[src/rtl/ext_trig_run_ctrl.sv]
// rtl/ext_trig_run_ctrl.sv - external-trigger run/arm/deadtime sequencer with accept/reject statistics
// Reject counters are built only when EXT_TRIG_REJECT_CNT_EN is defined; otherwise they read 0.
module ext_trig_run_ctrl #(
    parameter int CNT_W  = 32,
    parameter int DEAD_W = 16,
    parameter int TO_W   = 24
) (
    input  logic              clock,
    input  logic              resetn,
    input  logic              trig_edge,
    input  logic              busy,
    input  logic              start_req,
    input  logic              stop_req,
    input  logic [DEAD_W-1:0] cfg_dead_cycles,
    input  logic [CNT_W-1:0]  cfg_max_trigs,
    input  logic [TO_W-1:0]   cfg_busy_timeout,
    output logic              accept,
    output logic              running,
    output logic [CNT_W-1:0]  trig_count,
    output logic [CNT_W-1:0]  rej_busy_count,
    output logic [CNT_W-1:0]  rej_dead_count,
    output logic              run_done,
    output logic              busy_timeout_err,
    output logic [2:0]        state
);

    typedef enum logic [2:0] {
        IDLE    = 3'd0,
        ARM     = 3'd1,
        RUN     = 3'd2,
        DEAD    = 3'd3,
        END_RUN = 3'd4
    } runStateT;

    localparam logic [CNT_W-1:0]  cntOne  = CNT_W'(1);
    localparam logic [DEAD_W-1:0] deadOne = DEAD_W'(1);
    localparam logic [TO_W-1:0]   toOne   = TO_W'(1);

    runStateT          curState;
    logic [DEAD_W-1:0] deadCnt;
    logic [TO_W-1:0]   toCnt;
    logic [CNT_W-1:0]  nextCount;
    logic              budgetHit;

    assign nextCount = trig_count + cntOne;
    assign budgetHit = (cfg_max_trigs != '0) && (nextCount == cfg_max_trigs);
    assign state     = curState;

    always_ff @(posedge clock or negedge resetn) begin
        if (!resetn) begin
            curState         <= IDLE;
            accept           <= 1'b0;
            running          <= 1'b0;
            trig_count       <= '0;
            run_done         <= 1'b0;
            busy_timeout_err <= 1'b0;
            deadCnt          <= '0;
            toCnt            <= '0;
        end else begin
            accept   <= 1'b0;
            run_done <= 1'b0;
            case (curState)
                IDLE: begin
                    if (start_req && !stop_req) begin
                        curState         <= ARM;
                        running          <= 1'b1;
                        trig_count       <= '0;
                        busy_timeout_err <= 1'b0;
                        toCnt            <= cfg_busy_timeout;
                    end
                end
                ARM: begin
                    if (stop_req) begin
                        curState <= IDLE;
                        running  <= 1'b0;
                    end else if (!busy) begin
                        curState <= RUN;
                    end else if ((cfg_busy_timeout != '0) && (toCnt <= toOne)) begin
                        curState         <= IDLE;
                        running          <= 1'b0;
                        busy_timeout_err <= 1'b1;
                    end else if (toCnt != '0) begin
                        toCnt <= toCnt - toOne;
                    end
                end
                RUN: begin
                    // A stop in the same cycle as a trigger wins; the trigger is dropped silently.
                    if (stop_req) begin
                        curState <= END_RUN;
                        running  <= 1'b0;
                        run_done <= 1'b1;
                    end else if (trig_edge && !busy) begin
                        accept     <= 1'b1;
                        trig_count <= nextCount;
                        if (budgetHit) begin
                            curState <= END_RUN;
                            running  <= 1'b0;
                            run_done <= 1'b1;
                        end else if (cfg_dead_cycles != '0) begin
                            curState <= DEAD;
                            deadCnt  <= cfg_dead_cycles;
                        end
                    end
                end
                DEAD: begin
                    if (stop_req) begin
                        curState <= END_RUN;
                        running  <= 1'b0;
                        run_done <= 1'b1;
                    end else if (deadCnt <= deadOne) begin
                        curState <= RUN;
                    end else begin
                        deadCnt <= deadCnt - deadOne;
                    end
                end
                END_RUN: begin
                    curState <= IDLE;
                end
                default: begin
                    curState <= IDLE;
                    running  <= 1'b0;
                end
            endcase
        end
    end

`ifdef EXT_TRIG_REJECT_CNT_EN
    localparam logic [CNT_W-1:0] cntMax = {CNT_W{1'b1}};

    logic runStart;
    logic busyRej;
    logic deadRej;

    assign runStart = (curState == IDLE) && start_req && !stop_req;
    assign busyRej  = (curState == RUN) && trig_edge && busy && !stop_req;
    assign deadRej  = (curState == DEAD) && trig_edge && !stop_req;

    always_ff @(posedge clock or negedge resetn) begin
        if (!resetn) begin
            rej_busy_count <= '0;
            rej_dead_count <= '0;
        end else if (runStart) begin
            rej_busy_count <= '0;
            rej_dead_count <= '0;
        end else begin
            if (busyRej && (rej_busy_count != cntMax)) begin
                rej_busy_count <= rej_busy_count + cntOne;
            end
            if (deadRej && (rej_dead_count != cntMax)) begin
                rej_dead_count <= rej_dead_count + cntOne;
            end
        end
    end
`else
    assign rej_busy_count = '0;
    assign rej_dead_count = '0;
`endif

endmodule

[config.mk]
export PLATFORM = sky130hd
export DESIGN_NAME = ext_trig_run_ctrl
export DESIGN_NICKNAME = d
export VERILOG_FILES = /design/src/rtl/ext_trig_run_ctrl.sv
export SDC_FILE = /design/constraint.sdc
export NUM_CORES = 1
export LEC_CHECK = 0
export ABC_AREA = 0
export CORE_MARGIN = 2
export CORE_UTILIZATION = 46
export CTS_CLUSTER_DIAMETER = 120
export CTS_CLUSTER_SIZE = 14
export DETAILED_ROUTE_END_ITERATION = 16
export HOLD_SLACK_MARGIN = 0.15
export PLACE_DENSITY = 0.79
export SLEW_MARGIN = 20
export SYNTH_ARGS = -nofsm -noshare
export SYNTH_HDL_FRONTEND = slang
export SYNTH_SLANG_ARGS = --single-unit
[constraint.sdc]
create_clock -name clock -period 3 [get_ports clock]
set_clock_uncertainty 0.1 [all_clocks]
set_input_delay 0.6 -clock clock [delete_from_list [all_inputs] [get_ports clock]]
set_output_delay 0.6 -clock clock [all_outputs]
set_load 0.01 [all_outputs]
==> flow_summary_export.csv <==
group,metric,value,unit
yosys,async_flop_share,100,%
critical_path,path_max_fanout,6,
cells_and_area,n_antenna_cell,0,
yosys,synth_compound_area_share,24.8,%
yosys,seq_area_frac_synth,28.3,%
global_routing,use_met2,52.5,%
routing,routedWlPerCell,19.7,um
global_routing,use_met1,44.4,%
sta,rsz0062_at_grt,"true",
critical_path,crit_start,"trig_count[12]",
yosys,synth_flop_cell,"dfrtp_1",
sta,tightest_slew,0.954,ns
yosys,ys_types,72,
critical_path,worstPathArrival,3.54,ns
critical_path,startpoint_type,"flip-flop",
routing,ant_nets,0,
yosys,synth_top_family_by_area,"simple AND/OR/NAND/NOR gates",
sta,min_period,3.41,ns
clock_network,cts.clk_slew.worst_paths,0.06,ns
clock_network,cts-root-buf,"clkbuf_16",
yosys,synth-xor-area-share,4.76,%
global_routing,grt_pass1_wl,41600,um
outcome,outcome,"complete, but fails checks",
outcome,violations,"setup timing",
cells_and_area,final_nets,1277,
sta,finalCritPeriodShare,114,%
yosys,synth_area,7000,um^2
global_routing,grt_max_degree,49,
yosys,synth_edf_count,0,
global_routing,grt.total_usage,32.9,%
sta,slew-limit-headroom,35.9,%
routing,drt-pass1-iter-count,5,
power,pwr_density_cell,518,nW/um^2
critical_path,cp_cell_sequence,"buf_4 -> nand4_1 -> nor4_4 -> buf_4 -> buf_4 -> nand3_1 -> o21ai_0 -> buf_4 -> nor4b_4 -> nand4_1 -> o41a_1 -> o221a_1 -> o22a_1",
critical_path,worst-setup-path-type,"reg2reg",
routing,first_iter_violations,1164,
yosys,ys_ff_latch,79,
yosys,synthCells,914,
power,peakVddDrop,302,uV
min_path,holdCritPathClass,"in2async",
place,place.gp.congestion,1.01,
floorplanning,die_width,127,um
sta,finalHoldViolations,0,
clock_network,cts-buffers-inserted,9,
floorplanning,io_pins,181,
global_routing,antenna_found_initial,0,
run,drv_cap,0,
routing,wirelength,27300,um
critical_path,slowest_stage,"o41a_1",
cells_and_area,area_delta_synth_final,46.9,%
yosys,synth_fa_ha_area_share,0.894,%
sta,setup_viol,21,
global_routing,grt_pass1_vias,7837,
critical_path,rrSetupSlack,-0.41,ns
global_routing,grt_overflow_total,0,
routing,vias,8433,
power,finalPower,5330,uW
yosys,synthSimpleGateAreaFrac,29.0,%
place,hpwl,20100,um
clock_network,clock_sinks,79,
sta,fmax,294,MHz
critical_path,cp_data_required_time,3.14,ns
global_routing,busiest_layer,"met2",
critical_path,timing.rr.end,"deadCnt[10]",
yosys,yosysWarnings,0,
global_routing,globalRouteMet3Util,6.66,%
cells_and_area,drive_above_1_share,26.1,%
clock_network,htree_levels,3,
floorplanning,die_h,127,um
critical_path,worst_setup_path_end_kind,"flip-flop",
routing,drc,0,
yosys,muxShareOfSynthArea,0.733,%
floorplanning,start_util,46.5,%
yosys,syn_area_per_cell,7.65,um^2
sta,worst_slack,-0.405,ns
place,port_buffers,116,
clock_network,cts_buffer_depth,2,
critical_path,cpMostUsedCell,"buf_4",
clock_network,cts_tree,"done",
critical_path,critPathMaxStageDelay,0.59,ns
sta,tns,-6.25,ns
floorplanning,die_area,16200,um^2
clock_network,clock_latency,0.35,ns
floorplanning,core,15000,um^2
critical_path,r2r_start,"trig_count[12]",
critical_path,r2r_cells,13,
sta,fin_hold_ws,0.177,ns
routing,vias_per_cell,6.08,
power,power_leakage,0.00416,uW
sta,drv_slew,0,
floorplanning,rows,45,
## repair_timing
item                       CTS  global route
gates resized for setup     56            33
hold buffers                 0             0
pin swaps                   30            22
setup endpoints to repair   22            24
setup buffers               13             4
## critical path: cells and delay by family (launching register included)
family	cells	cell delay, ns
AOI/OAI and AO/OA	4	1.19
buffers and inverters	4	0.64
DFF	1	0.45
and+or+nand+nor	5	0.92
## power by group
group / leakage, uW / switching [uW] / internal (uW)
Sequential: 0.00100 / 377 / 1380
Clock: 0.000138 / 482 / 633
Combinational: 0.00302 / 1360 / 1090
Total: 0.00416 / 2220 / 3110
## stage by stage
step	area (um^2)	utilization [%]	worst slack, ns	std cells
final	10300	68.4	-0.405	1387
after global placement	9440	62.8	-0.732	1355
after global routing	10300	68.4	-0.505	1387
after detailed placement	9440	62.8	-0.814	1355
after CTS	10100	67.1	-0.354	1383
after floorplan	7300	-	-0.242	977
## cell usage after synthesis, drive strengths merged (6+ instances only)
master / number / area [um^2]
or3: 16 / 100
o22a: 15 / 131
nand2b: 8 / 50.1
a31oi: 11 / 68.8
o2bb2ai: 13 / 114
nand4: 27 / 196
clkbuf: 39 / 146
xor2: 16 / 140
o211ai: 13 / 103
and4: 9 / 78.8
xnor2: 22 / 193
nor2b: 8 / 50.1
nor4: 42 / 290
inv: 14 / 52.6
o31ai: 15 / 113
dfrtp: 79 / 1980
or4: 9 / 75.1
nand3: 32 / 160
o221ai: 6 / 58.8
and3: 8 / 50.1
nand2: 72 / 273
o21ai: 82 / 422
a21oi: 61 / 305
nor2: 94 / 353
nor3: 41 / 216
buf: 83 / 599
## layout make-up
type | instances | area, um^2
Clock buffer | 13 | 270
Clock inverter | 3 | 23.8
Fill cell | 1254 | 4750
Inverter | 15 | 56.3
Multi-Input combinational cell | 761 | 4880
Sequential cell | 79 | 1990
Tap cell | 188 | 235
Timing Repair Buffer | 328 | 2830
## layout by cell type, fill, tap and decap left out, types with 8 or more instances in the layout
cell	count
buf_4	200
clkdlybuf4s50_1	113
nor2_1	92
o21ai_0	75
dfrtp_1	71
nand2_1	69
conb_1	64
a21oi_1	61
nor3_1	34
nor4_1	32
nand3_1	29
nand4_1	24
xnor2_1	19
xor2_1	16
o22a_1	15
inv_1	14
o31ai_1	14
o211ai_1	12
or3_1	12
o2bb2ai_1	11
buf_6	10
a31oi_1	9
clkbuf_16	9
and3_1	8
nand2b_1	8
dfrtp_2	8
## sequential cells by signal, indices dropped and copies added, names as in the netlist
signal,count
trig_count,32
toCnt,24
busy_timeout_err,1
running,1
state,3
run_done,1
accept,1
deadCnt,16
## kinds of logic after synthesis
kind of cell	after synthesis
fa+ha+maj	5
simple gates	383
xor+xnor	38
other cells	1
flops	79
buf+inv	137
compound gates	266
mux	5
## routing by layer
metal  up-vias  part of all wire, %
met5         -                    0
met4         0                  3.3
met3        75                  9.1
met2       546                   46
met1      3944                   42
li1       3868                    -
## worst max-delay path by stage
stage	end	slack, ns	cells after the start
2_1_floorplan	deadCnt[10]	-0.24	10
3_3_place_gp	deadCnt[10]	-0.73	11
3_5_place_dp	deadCnt[12]	-0.81	12
4_1_cts	deadCnt[1]	-0.35	11
5_1_grt	deadCnt[1]	-0.51	13
6_report	deadCnt[10]	-0.41	13
No activity file was read; power rests on OpenSTA's default activity.
